File: config.mk
export PLATFORM = sky130hd
export DESIGN_NAME = uart_rx_fsm
export DESIGN_NICKNAME = d
export VERILOG_FILES = /design/src/rtl/uart_rx_fsm.sv
export SDC_FILE = /design/constraint.sdc
export NUM_CORES = 1
export LEC_CHECK = 0
export ABC_AREA = 1
export BUFFER_PORTS_ARGS = -buffer_cell sky130_fd_sc_hd__buf_2
export CAP_MARGIN = 20
export CORE_UTILIZATION = 40
export DETAILED_ROUTE_END_ITERATION = 8
export GPL_TIMING_DRIVEN = 0
export SYNTH_ARGS = -nofsm -noshare
export SYNTH_HDL_FRONTEND = slang
export SYNTH_SLANG_ARGS = --single-unit
File: constraint.sdc
create_clock -name clk -period 2.3 [get_ports clk]
set_input_delay 0.345 -clock clk [delete_from_list [all_inputs] [get_ports clk]]
set_output_delay 0.345 -clock clk [all_outputs]
set_load 0.005 [all_outputs]
File: src/rtl/uart_rx_fsm.sv
// 8N1 UART receiver with a two-flop input synchroniser and mid-bit sampling.
// State and counters are exported for logic-analyser probing next to the transmitter.
module uart_rx_fsm #(
  parameter int CLKS_PER_BIT = 234,
  parameter int HALF_BIT     = CLKS_PER_BIT / 2
) (
  input  logic        clk,
  input  logic        rst_n,
  input  logic        rx,
  output logic [7:0]  dato,
  output logic        dato_valido,
  output logic        error_trama,
  output logic        ocupado,
  output logic [2:0]  estado_rx,
  output logic [15:0] conta_rx,
  output logic [3:0]  conta_8_rx
);

  typedef enum logic [2:0] {
    IDLE   = 3'd0,
    START  = 3'd1,
    DATOS  = 3'd2,
    STOP   = 3'd3,
    ESPERA = 3'd4
  } state_t;

  localparam logic [15:0] BIT_LAST  = 16'(CLKS_PER_BIT - 1);
  localparam logic [15:0] HALF_LAST = 16'(HALF_BIT - 1);

  logic        rx_meta;
  logic        rx_s;
  state_t      state;
  state_t      state_next;
  logic [15:0] conta;
  logic [15:0] conta_next;
  logic [3:0]  conta_8;
  logic [3:0]  conta_8_next;
  logic [7:0]  shreg;
  logic [7:0]  shreg_next;
  logic [7:0]  dato_next;
  logic        valido_next;
  logic        error_next;

  always_ff @(posedge clk) begin
    if (!rst_n) begin
      rx_meta     <= 1'b1;
      rx_s        <= 1'b1;
      state       <= ESPERA;
      conta       <= 16'd0;
      conta_8     <= 4'd0;
      shreg       <= 8'd0;
      dato        <= 8'd0;
      dato_valido <= 1'b0;
      error_trama <= 1'b0;
    end else begin
      rx_meta     <= rx;
      rx_s        <= rx_meta;
      state       <= state_next;
      conta       <= conta_next;
      conta_8     <= conta_8_next;
      shreg       <= shreg_next;
      dato        <= dato_next;
      dato_valido <= valido_next;
      error_trama <= error_next;
    end
  end

  // The idle-state counter saturates so a long quiet line cannot wrap it.
  always_comb begin
    state_next   = state;
    conta_next   = (conta == 16'hFFFF) ? conta : conta + 16'd1;
    conta_8_next = conta_8;
    shreg_next   = shreg;
    dato_next    = dato;
    valido_next  = 1'b0;
    error_next   = 1'b0;

    case (state)
      ESPERA: begin
        if (rx_s) state_next = IDLE;
      end
      IDLE: begin
        if (!rx_s) state_next = START;
      end
      START: begin
        if (conta == HALF_LAST) begin
          if (!rx_s) begin
            state_next   = DATOS;
            conta_8_next = 4'd0;
          end else begin
            state_next = IDLE;
          end
        end
      end
      DATOS: begin
        if (conta == BIT_LAST) begin
          shreg_next   = {rx_s, shreg[7:1]};
          conta_8_next = conta_8 + 4'd1;
          if (conta_8 == 4'd7) state_next = STOP;
          else                 conta_next = 16'd0;
        end
      end
      STOP: begin
        if (conta == BIT_LAST) begin
          if (rx_s) begin
            dato_next   = shreg;
            valido_next = 1'b1;
            state_next  = IDLE;
          end else begin
            error_next = 1'b1;
            state_next = ESPERA;
          end
        end
      end
      default: state_next = ESPERA;
    endcase

    if (state_next != state) conta_next = 16'd0;
  end

  assign ocupado    = (state == START) || (state == DATOS) || (state == STOP);
  assign estado_rx  = state;
  assign conta_rx   = conta;
  assign conta_8_rx = conta_8;

endmodule
[Word level (Yosys, flattened, before mapping)]
Index checks and enable logic that the tools add are counted.
Word-level totals
  register bits: 43
  latch bits: 0
  memory bits (writable): 0
  bits in read-only memories: 0
  input port bits: 3
  output and inout bits: 34
  logic and storage cells: 52
  memories kept: 0
Operators by class
  add/sub/neg operators: 2
  multipliers: 0
  div/mod/pow operators: 0
  $lt $le $gt $ge: 0
  eq/ne operators: 12
  shift operators: 0
  muxes and demuxes: 19
  bitwise logic cells: 1
  reductions and logical operators: 9
Operators by type and width (count)
  $mux 16: 4
  $mux 3: 7
  $add 16x1->16 const B: 1
  $eq 16x16->1 const B: 1
  $eq 16x7->1 const B: 1
  $eq 16x8->1 const B: 1
  $pmux 3 s5: 1
  $mux 4: 3
  $pmux 4 s2: 1
  $eq 3x2->1 const B: 2
  $ne 2x2->1 const B: 3
  $reduce_and 3->1: 2
  $add 4x1->4 const B: 1
  $eq 4x3->1 const B: 1
  $reduce_and 4->1: 1
  $eq 3x1->1 const B: 1
  $eq 3x3->1 const B: 1
  $logic_not 3->1: 1
  $ne 3x3->1: 1
  $logic_or 1x1->1: 2
  $mux 1: 2
  $mux 2: 1
  $reduce_and 2->1: 1
  $reduce_bool 2->1: 1
  2 further kinds: 2

[Depth between registers and ports, before layout]
Gate-level depths: netlist (run 1).
  depth in word-level cells: 6
  depth in mapped cells: 14
  mapped depth without buffers: 13

[Least setup slack after synthesis (run 1)]
Ideal clock, no wire load.
  kind: register to register
  start: register conta[0] (netlist: conta_rx[0])
  end: register conta[0] (netlist: conta_rx[0])
  library setup time: 0.134 ns
  arrival: 1.572 ns
  required time: 2.166 ns
  slack: 0.594 ns
  stages on the path, launching flop included: 14
  path buffers: 1
  period minus slack after synthesis: 1.706 ns
  path through: dfxtp_1 ha_1 nand2_1 inv_1 nand2_2 nor2_4 nand2_4 nand2_4 nand2_1 a21oi_2 nor2_2 nand3_4 buf_12 nor2_4
Between the ends
  cells in the longest elaborated chain, start to end: 5
  elaborated cells between the ends (all ways): 14
  those cells by class: add/sub: 1; eq/ne: 4; mux: 8; reduce/logical: 1
RTL lines
  start: declaration: RTL line 34  | logic [15:0] conta;
  start signal: assignment: RTL line 59  | conta <= conta_next;
  $add 16x1->16, or another cell as far along: RTL line 71  | conta_next = (conta == 16'hFFFF) ? conta : conta + 16'd1;
  $mux 16, or another cell as far along: RTL line 71
  $mux 16 or $pmux 3 s5 (tied branches): RTL line 99, 78
  $mux 16 or $ne 3x3->1 (tied branches): RTL line 96, 118
  $mux 16 or $reduce_or 2->1 (tied branches)
Several ways; a longest one is shown, not always the timed one.
A chain may end at the register's enable or synchronous reset.

[Final worst setup path (run 1)]
Same ends and word-level chain as after synthesis.

==> reports/qor.yml, run 1 <==
power_and_ir_drop:
  p_sw_frac: 0.231
  power.internal_mw: 1.05
  pwr_density_cell_mw_per_mm2: 509
  total_power_mw: 1.36
  p_comb_frac: 0.051
  pwr-share-seq: 0.556
  clockPowerShare: 0.393
  p_sw_uw: 315
  leakage_nw: 1.13
  irDropWorstVdd_v: 0.000325
synthesis:
  synth.cell_area_mm2: 0.00231
  syn_nets: 309
  ys_top_cells_by_area: "dfxtp_1, nand2_1, nor2_4"
  synthCells: 302
  synth-async-reset-ratio: 0
  synth_cell_types: 38
  synth-seq-area-share: 0.373
  synth_top_cell_by_area: "dfxtp_1"
  synth-seq-cells: 43
  avgSynthCellArea_um2: 7.64
  synth_warnings: 0
  yosysTopAreaCellShare: 0.373
  synth_edf_count: 0
  synthFlopType: "dfxtp_1"
setup_path:
  crit_family: "simple AND/OR/NAND/NOR gates"
  crit_chain: "ha_1 > nand2_1 > nor2_2 > nand2_1 > inv_2 > nand3_2 > inv_2 > buf_4 > nand2_1 > o311ai_0 > nor2_4"
  critical_path.most_common_cell: "nand2_1"
  critPathCaptureType: "register"
  crit_path_top_delay_cell: "dfxtp_1"
  rr_worst_depth: 11
  path_class: "reg -> reg"
  worstPathArrival_ns: 2.22
  r2r_start: "conta_rx[0]"
  regToRegEndpoint: "conta_rx[0]"
  reg2reg_setup_slack_ns: 0.25
  start_kind: "register"
  path_max_fanout: 10
  cp.buffers_inverters: 3
  required_ns: 2.48
  cp_slowest_stage_delay_ns: 0.52
sta:
  period_minus_slack_ns: 2.05
  clock_skew_ns: 0.0109
  fin_tns_setup_ns: 0
  finalCritPeriodShare: 0.889
  rsz0062_at_grt: "no"
  hold_viol_final: 0
  worst_slack_ns: 0.255
  worst_slew_pin_slew_ns: 0.665
  setup_violations: 0
  clock.fmax_ghz: 0.489
  drv_slew: 0
  relSlewSlack: 0.551
grt:
  grt_overflow_total: 0
  grt_max_degree: 14
  grt_pass1_wl_um: 8630
  grt_usage: 0.179
  antenna_found_initial: 0
  grt_pass1_vias: 1940
detailed_routing:
  vias: 2051
  drtIter0Drc: 104
  firstDrtPassIters: 4
  remaining_drc_errors: 0
  finalWirelength_um: 5020
  viasPerCell: 4.91
  wl_per_cell_um: 12.0
  ant_nets: 0
cells_and_area:
  mostFrequentLayoutCell: "dfxtp_1"
  final_cell_mix: "dfxtp_1, nand2_1, buf_2, inv_1, nor2_1"
  num_antenna_cells: 0
  drive_above_1_share: 0.286
  final_nets: 352
  syn_to_final_growth_pct: 16.2
place:
  place_ws_ns: 0.274
  port-buffer-count: 36
  gp_congestion: 0.842
  hpwl_um: 3760
clocking:
  clkSlewWorstSetupHoldPaths_ns: 0.09
  cts.sinks: 43
  post_cts_buffers: 0
  cts_hold_buf: 0
  clock_latency_ns: 0.29
  ctsLongestPathBuffers: 2
  h-tree-depth: 2
  numCtsBuffers: 5
  cts_tree: "built"
  cts_root_buffer: "clkbuf_8"
  cts-resized-gates: 0
run_status:
  status: "completed"
worst_hold_path:
  min_path_cells: 2
  worstHoldEndpoint: "rx_meta"
  holdCritStartpoint: "rx"
  hp-class: "in -> reg"
floorplan:
  fp.dieW_um: 77.9
  die_h_um: 77.9
  pin_count: 37
  rows: 27
  initial_core_util: 0.416
  core_area_mm2: 0.00554
  dieArea_mm2: 0.00607
job:
  cap_violations: 0
cells in the mapped netlist, types with 2 or more instances:
cell type / instances
clkbuf_1: 2
inv_2: 9
o21ai_1: 2
nand2_4: 2
ha_1: 4
nor2_2: 5
a21oi_1: 23
nand2_2: 6
nand2_1: 41
dfxtp_1: 43
nor2_1: 31
xor2_1: 5
or2_2: 3
a21oi_2: 3
o31ai_1: 4
nand3_1: 17
inv_1: 33
nor2_4: 13
nand4_1: 6
o21ai_2: 2
o32ai_1: 2
o21ai_0: 22
nor3_1: 7
clkinv_1: 2
a31o_2: 2
cell type report:
cell class / instances / area (um2)
Fill cell: 600 / 2860
Multi-Input combinational cell: 208 / 1220
Sequential cell: 43 / 861
Timing Repair Buffer: 36 / 180
Inverter: 45 / 170
Clock buffer: 7 / 96.3
Tap cell: 72 / 90.1
Buffer: 6 / 51.3
Clock inverter: 1 / 7.51
power by group through the flow:
| stage | sequential (mW) | combinational [mW] | clock (mW) |
|---|---|---|---|
| final | 0.758 | 0.0694 | 0.536 |
| after CTS | 0.758 | 0.0703 | 0.558 |
| after global placement | 0.775 | 0.0697 | 0 |
| after floorplan | 0.774 | 0.0525 | 0 |
| after global routing | 0.760 | 0.0772 | 0.583 |
| after detailed placement | 0.776 | 0.0698 | 0 |
sequential cells by signal, indices dropped and copies added, names as in the netlist:
register / count
conta_rx: 16
dato: 8
shreg: 8
conta_8_rx: 4
estado_rx: 3
dato_valido: 1
error_trama: 1
rx_meta: 1
rx_s: 1
routing by layer:
layer,GRT usage,part of all wire,vias to the layer above
met4,0.0667,0.0068,0
li1,-,-,1071
met1,0.214,0.47,933
met2,0.304,0.47,45
met3,0.0494,0.054,2
met5,0,0,-
cell families after synthesis:
logic type | after synthesis | share of synthesized area
AND/OR/NAND/NOR | 138 | 0.337
AO/OA/AOI/OAI | 61 | 0.153
buffers and inverters | 51 | 0.0960
flip-flops | 43 | 0.373
XOR/XNOR | 5 | 0.0190
adder cells (fa/ha/maj) | 4 | 0.0217
per-stage QoR:
step / util / cell area, um2 / std cells / hold WS (ns)
6_report: 0.484 / 2680 / 418 / 0.238
4_1_cts: 0.484 / 2680 / 418 / 0.224
3_3_place_gp: 0.465 / 2580 / 410 / 0.394
2_1_floorplan: - / 2310 / 302 / 0.393
5_1_grt: 0.484 / 2680 / 418 / 0.222
3_5_place_dp: 0.465 / 2580 / 410 / 0.405
worst max path at each step:
stage                     cells past startpoint     endpoint  slack, ns        start
after floorplan                              13  conta_rx[0]       0.59  conta_rx[0]
after global placement                       11  conta_rx[0]       0.26  conta_rx[0]
after detailed placement                     11  conta_rx[0]       0.27  conta_rx[0]
after CTS                                    11  conta_rx[0]       0.26  conta_rx[0]
after global routing                         11  conta_rx[0]       0.04  conta_rx[0]
final                                        11  conta_rx[0]       0.25  conta_rx[0]
Note: power is estimated with default switching activity, not from simulation.
==> run 2, diff against run 1 <==
--- a/config.mk
+++ b/config.mk
@@ -6,7 +6,7 @@
 export NUM_CORES = 1
 export LEC_CHECK = 0
 export ABC_AREA = 1
-export BUFFER_PORTS_ARGS = -buffer_cell sky130_fd_sc_hd__buf_2
+export BUFFER_PORTS_ARGS = -buffer_cell sky130_fd_sc_hd__buf_4
 export CAP_MARGIN = 20
 export CORE_UTILIZATION = 40
 export DETAILED_ROUTE_END_ITERATION = 8
==> constraint.sdc (replaced) <==
create_clock -name clk -period 1.7 [get_ports clk]
set_input_delay 0.255 -clock clk [delete_from_list [all_inputs] [get_ports clk]]
set_output_delay 0.255 -clock clk [all_outputs]
set_load 0.005 [all_outputs]
==> run 2 against run 1 <==
The flow now finishes with violations (negative setup slack). Critical path type unchanged. Clock power up 36%. Highest routed layer unchanged. First-iteration DRC count down 19%. Maximum frequency up 17%. Clock skew down 0.0037 ns.
==> reports/qor.yml, run 2 (same netlist as run 1, synthesis figures left out) <==
grt:
  grt_usage: 0.189  # +0.0102
  antenna_found_initial: 0  # unchanged
  grt_overflow_total: 0  # unchanged
  grt_pass1_vias: 1975  # +1.8%
  grt_pass1_wl_um: 9080  # +5.3%
  grt_max_degree: 14  # unchanged
setup_path:
  rr_worst_depth: 13  # +2
  worstPathArrival_ns: 1.93  # -0.29 ns
  start_kind: "register"
  critPathCaptureType: "register"
  crit_chain: "ha_4 > nand2_1 > inv_1 > nand2_2 > nor2_4 > nand2_4 > nand2_4 > nand2_2 > a21oi_2 > nor2_2 > nand3_4 > buf_12 > nor2_4"
  required_ns: 1.89  # -0.59 ns
  r2r_start: "conta_rx[0]"
  reg2reg_setup_slack_ns: -0.05  # -0.30 ns
  crit_path_top_delay_cell: "dfxtp_4"
  cp_slowest_stage_delay_ns: 0.41  # -0.11 ns
  regToRegEndpoint: "conta_rx[7]"
  crit_end: "conta_rx[7]"
  startpoint: "conta_rx[0]"
  path_max_fanout: 7  # -3
  path_class: "reg -> reg"
power_and_ir_drop:
  total_power_mw: 1.88  # +38%
  irDropWorstVdd_v: 0.000512  # +58%
  pwr-share-seq: 0.546  # -0.010
  p_sw_uw: 439  # +39%
  power.internal_mw: 1.44  # +38%
  pwr_density_cell_mw_per_mm2: 617  # +21%
  p_comb_frac: 0.067  # +0.016
  clockPowerShare: 0.387  # -0.006
  p_sw_frac: 0.233  # +0.00220
  leakage_nw: 1.24  # +9.8%
clocking:
  clock_latency_ns: 0.29  # about the same
  cts_root_buffer: "clkbuf_8"
  clkSlewWorstSetupHoldPaths_ns: 0.09  # about the same
  cts_hold_buf: 0  # unchanged
  cts_tree: "built"
  numCtsBuffers: 5  # unchanged
  ctsLongestPathBuffers: 2  # unchanged
  cts.sinks: 43  # unchanged
  h-tree-depth: 2  # unchanged
place:
  hpwl_um: 3730  # -0.81%
  gp_congestion: 0.849  # +0.93%
  port-buffer-count: 36  # unchanged
  place_ws_ns: -0.224  # -0.498 ns
  dpl-instance-area_mm2: 0.00267  # +3.5%
floorplan:
  rows: 27  # unchanged
  pin_count: 37  # unchanged
  core_area_mm2: 0.00554  # unchanged
  fp.dieW_um: 77.9  # unchanged
  initial_core_util: 0.416  # unchanged
  die_h_um: 77.9  # unchanged
  dieArea_mm2: 0.00607  # unchanged
sta:
  fin_tns_setup_ns: -0.560  # -0.560 ns
  clock_skew_ns: 0.00718  # -0.00374 ns
  rsz0062_at_grt: "yes"
  drv_slew: 0  # unchanged
  hold_viol_final: 0  # unchanged
  worst_slack_ns: -0.0463  # -0.301 ns
  worst_slew_pin_slew_ns: 0.457  # -0.208 ns
  clock.fmax_ghz: 0.573  # +17%
  period_minus_slack_ns: 1.75  # -0.299 ns
  setup_violations: 19  # +19
  relSlewSlack: 0.693  # +0.142
  finalCritPeriodShare: 1.03  # +0.138
cells_and_area:
  final_util: 0.550  # +0.0662
  num_antenna_cells: 0  # unchanged
  syn_to_final_growth_pct: 32.1
  final_cell_mix: "buf_4, dfxtp_1, nand2_1, inv_1, nor2_1"
  final_cell_area_mm2: 0.00305  # +14%
  largest_register_ffs: 16  # unchanged
  mostFrequentLayoutCell: "buf_4"
  drive_above_1_share: 0.381  # +0.0951
  final_nets: 368  # +4.5%
  num-fill-cells: 577  # -3.8%
detailed_routing:
  viasPerCell: 4.85  # -1.1%
  finalWirelength_um: 5480  # +9.2%
  wl_per_cell_um: 12.6  # +5.1%
  ant_nets: 0  # unchanged
  vias: 2107  # +2.7%
  remaining_drc_errors: 0  # unchanged
  drtIter0Drc: 84  # -19%
  firstDrtPassIters: 4  # unchanged
run_status:
  status: "complete, but fails checks"
  violations: "negative setup slack"
job:
  cap_violations: 0  # unchanged
worst_hold_path:
  hp-class: "in -> reg"
## run 2: cell types whose count changed in the layout (fill, tap and decap cells not counted), sizes merged
cell,change
buf,+16
## run 2: stage by stage
step	instances	hold WS, ns
3_3_place_gp	410	0.395
2_1_floorplan	302	0.362
5_1_grt	434	0.138
3_5_place_dp	410	0.400
4_1_cts	433	0.137
6_report	434	0.148
## run 2: routing by layer
| layer | track usage | vias to the layer above | wire (um) |
|---|---|---|---|
| li1 | - | 1108 | - |
| met1 | 0.235 | 942 | 2460 |
| met2 | 0.327 | 53 | 2670 |
| met3 | 0.0412 | 4 | 300 |
| met4 | 0.0556 | 0 | 48 |
| met5 | 0 | - | 0 |
## run 2: power groups by stage
stage          logic (mW)  registers (mW)  clock network (mW)
2_1_floorplan      0.0710            1.05                   0
6_report            0.125            1.03               0.728
3_3_place_gp       0.0988            1.05                   0
3_5_place_dp       0.0981            1.05                   0
4_1_cts             0.123            1.03               0.760
5_1_grt             0.137            1.03               0.789
## run 2: final cells by class
| cell class | count | area, um2 | share of cell area |
|---|---|---|---|
| Clock buffer | 7 | 96.3 | 0.0316 |
| Tap cell | 72 | 90.1 | 0.0296 |
| Buffer | 6 | 61.3 | 0.0201 |
| Inverter | 45 | 173 | 0.0567 |
| Sequential cell | 43 | 870 | 0.285 |
| Multi-Input combinational cell | 208 | 1330 | 0.436 |
| Timing Repair Buffer | 52 | 422 | 0.138 |
| Clock inverter | 1 | 7.51 | 0.00246 |
## run 2: worst max-delay path: cells and delay by family, from the launching register on
kind / cells / cell delay [ns]
AO/OA/AOI/OAI: 1 / 0.13
adder cells (fa/ha/maj): 1 / 0.13
buffers and inverters: 2 / 0.23
flip-flops: 1 / 0.41
AND/OR/NAND/NOR: 9 / 0.72
## run 2: worst min path at each step
stage / endpoint / cells after the start / from / slack, ns
final: rx_meta / 2 / rx / 0.15
after floorplan: rx_meta / 1 / rx / 0.36
after CTS: rx_meta / 2 / rx / 0.14
after detailed placement: rx_s / 1 / rx_meta / 0.40
after global routing: rx_meta / 2 / rx / 0.14
after global placement: rx_s / 1 / rx_meta / 0.39
## run 2: repair_timing
item                                    CTS  global route
resized for setup                        22            29
pin swaps                                 4            12
endpoints found under the setup margin   31            36
gates cloned                              3             0
buffers inserted                         12             1
==> run 3, diff against run 2 <==
--- a/config.mk
+++ b/config.mk
@@ -5,7 +5,6 @@
 export SDC_FILE = /design/constraint.sdc
 export NUM_CORES = 1
 export LEC_CHECK = 0
-export ABC_AREA = 1
 export BUFFER_PORTS_ARGS = -buffer_cell sky130_fd_sc_hd__buf_4
 export CAP_MARGIN = 20
 export CORE_UTILIZATION = 40
==> run 3 against run 2 <==
The run still ends with negative setup slack left. Utilization grew 7.1 points. Register-to-register slack lost 0.44 ns. Cell count shrank 15%. Combinational power shrank 4%. Clock skew grew 0.0047 ns. Flip-flop and latch count is the same. Critical endpoint is now conta_rx[11]. Largest cell class unchanged. Largest power group unchanged. Highest routed layer unchanged.
==> reports/qor.yml, run 3 <==
sta:
  hold_viol_final: 0  # unchanged
  setup_violations: 41  # +22
  finalCritPeriodShare: 1.28  # +0.256
  rsz0062_at_grt: "yes"
  clock.fmax_ghz: 0.458  # -20%
  period_minus_slack_ns: 2.18  # +0.436 ns
  clock_skew_ns: 0.0119  # +0.00475 ns
  worst_slack_ns: -0.482  # -0.436 ns
  relSlewSlack: 0.444  # -0.249
  drv_slew: 0  # unchanged
  worst_slew_pin_slew_ns: 0.831  # +0.374 ns
cells_and_area:
  final_util: 0.621  # +0.0709
  num-fill-cells: 446  # -23%
  final_cell_mix: "buf_4, dfxtp_1, nor2_1, nand2_1"
  syn_to_final_growth_pct: 45.7
  final_nets: 307  # -17%
  mostFrequentLayoutCell: "buf_4"
  largest_register_ffs: 16  # unchanged
  seq_area_um2: 877  # +0.86%
  multi_input_area_mm2: 0.00135  # +1.9%
  num_antenna_cells: 0  # unchanged
  fin_cells: 368  # -15%
  drive_above_1_share: 0.419  # +0.0374
synthesis:
  synth_warnings: 0  # unchanged
  synth_top_cell_by_area: "dfxtp_1"
  synthFlopType: "dfxtp_1"
  synth-seq-area-share: 0.420  # +0.0462
  synthCells: 238  # -21%
  avgSynthCellArea_um2: 8.62  # +13%
  syn_nets: 245  # -21%
  yosysTopAreaCellShare: 0.420  # +0.0462
  ys_top_cells_by_area: "dfxtp_1, mux2i_1, nand2_1"
  synth-seq-cells: 43  # unchanged
  synth_cell_types: 45  # +18%
  synth_edf_count: 0  # unchanged
  synth-async-reset-ratio: 0  # unchanged
  synth.cell_area_mm2: 0.00205  # -11%
  synth.most_common_cell: "dfxtp_1"
  netlist_top_cells_count: "dfxtp_1, nand2_1, nor2_1"
clocking:
  clkSlewWorstSetupHoldPaths_ns: 0.09  # about the same
  cts_root_buffer: "clkbuf_8"
  clock_latency_ns: 0.31  # +0.02 ns
  cts_tree: "built"
  numCtsBuffers: 5  # unchanged
  cts.sinks: 43  # unchanged
  h-tree-depth: 2  # unchanged
  ctsLongestPathBuffers: 2  # unchanged
power_and_ir_drop:
  leakage_nw: 1.10  # -11%
  irDropWorstVdd_v: 0.000550  # +7.5%
  pwr_density_cell_mw_per_mm2: 703  # +14%
floorplan:
  rows: 25  # -7.4%
  core_area_mm2: 0.00482  # -13%
  die_h_um: 73.6  # -5.5%
  initial_core_util: 0.426  # +0.00976
  dieArea_mm2: 0.00542  # -11%
  pin_count: 37  # unchanged
  fp.dieW_um: 73.6  # -5.5%
grt:
  grt_overflow_total: 0  # unchanged
  grt_max_degree: 14  # unchanged
  grt_usage: 0.219  # +0.0295
  grt_pass1_wl_um: 8830  # -2.8%
  grt_pass1_vias: 1743  # -12%
  antenna_found_initial: 0  # unchanged
setup_path:
  worstPathArrival_ns: 2.37  # +0.44 ns
  rr_worst_depth: 6  # -7
  startpoint: "conta_rx[13]"
  path_max_fanout: 6  # -1
  crit_end: "conta_rx[11]"
  reg2reg_setup_slack_ns: -0.48  # -0.44 ns
  required_ns: 1.89  # about the same
  critPathCaptureType: "register"
  regToRegEndpoint: "conta_rx[11]"
  r2r_start: "conta_rx[13]"
  start_kind: "register"
  path_class: "reg -> reg"
place:
  gp_congestion: 0.795  # -6.4%
  hpwl_um: 3380  # -9.5%
  port-buffer-count: 36  # unchanged
  placed_cells: 341  # -17%
detailed_routing:
  remaining_drc_errors: 0  # unchanged
  vias: 1983  # -5.9%
  drtIter0Drc: 107  # +27%
  firstDrtPassIters: 6  # +2
  viasPerCell: 5.39  # +11%
  finalWirelength_um: 5580  # +1.8%
  wl_per_cell_um: 15.2  # +20%
  ant_nets: 0  # unchanged
job:
  cap_violations: 0  # unchanged
run_status:
  status: "complete, but fails checks"
  violations: "negative setup slack"
worst_hold_path:
  holdCritStartpoint: "rx"
  hp-class: "in -> reg"
## run 3: cell types whose count changed after synthesis, moves of 9 or more
cell and change:
a21oi_1 -10, inv_1 -28, o21ai_0 -15, nor2_4 -13
mux2i_1 +11, inv_2 -9, nand2_1 -14
## run 3: kinds of logic after synthesis
group / Yosys count / share of synthesized area
xor+xnor: 6 / 0.0256
flops: 43 / 0.420
mux: 12 / 0.0591
compound gates: 42 / 0.132
fa+ha+maj: 4 / 0.0244
simple gates: 115 / 0.304
buf+inv: 16 / 0.0360
## run 3: where the power goes
group / switching, mW / internal [mW] / leakage, nW / total, mW
clock network: 0.371 / 0.587 / 0.0654 / 0.958
logic: 0.0668 / 0.0536 / 0.682 / 0.120
registers: 0.0111 / 1.01 / 0.352 / 1.02
## run 3: worst min path at each step
| stage | to | depth (start not counted) |
|---|---|---|
| after global routing | rx_meta | 2 |
| final | rx_meta | 2 |
| after CTS | rx_meta | 2 |
| after detailed placement | rx_s | 1 |
| after global placement | rx_s | 1 |
| after floorplan | rx_meta | 1 |
## run 3: area by class of cell
class,count,area share
inverters,5,0.00711
clock inverters,2,0.0201
repair buffers,56,0.149
plain buffers,10,0.0255
multi-input cells,179,0.452
well taps,67,0.0280
clock buffers,6,0.0243
flip-flops and latches,43,0.293
## run 3: through the flow
step / setup TNS [ns] / total power [mW] / area [um2] / setup WS [ns] / hold WS (ns)
final: -16.36 / 2.10 / 2990 / -0.482 / 0.126
after global routing: -19.65 / 2.16 / 2990 / -0.553 / 0.131
after CTS: -16.92 / 2.11 / 2920 / -0.510 / 0.124
after detailed placement: -22.15 / 1.12 / 2420 / -0.754 / 0.405
after global placement: -22.05 / 1.12 / 2420 / -0.764 / 0.398
after floorplan: -10.60 / 1.10 / 2070 / -0.391 / 0.328
## run 3: critical path, stage by stage (launching register included)
cell     delay (ns)
dfxtp_2        0.36
or4_4          0.57
nor4_4         0.42
o32ai_2        0.16
o22ai_2        0.32
buf_6          0.19
nor3_2         0.05
## run 3: layer usage
layer / track usage / routed length [um]
met1: 0.339 / 2790
met3: 0.0508 / 335
met4: 0.0577 / 74
met2: 0.297 / 2380
met5: 0 / 0
## run 3: repair_timing
action,CTS,global route
hold buffers,0,0
buffers inserted,13,4
gates cloned,4,0
gates resized for setup,56,20
pin swaps,22,12
setup endpoints to repair,41,42
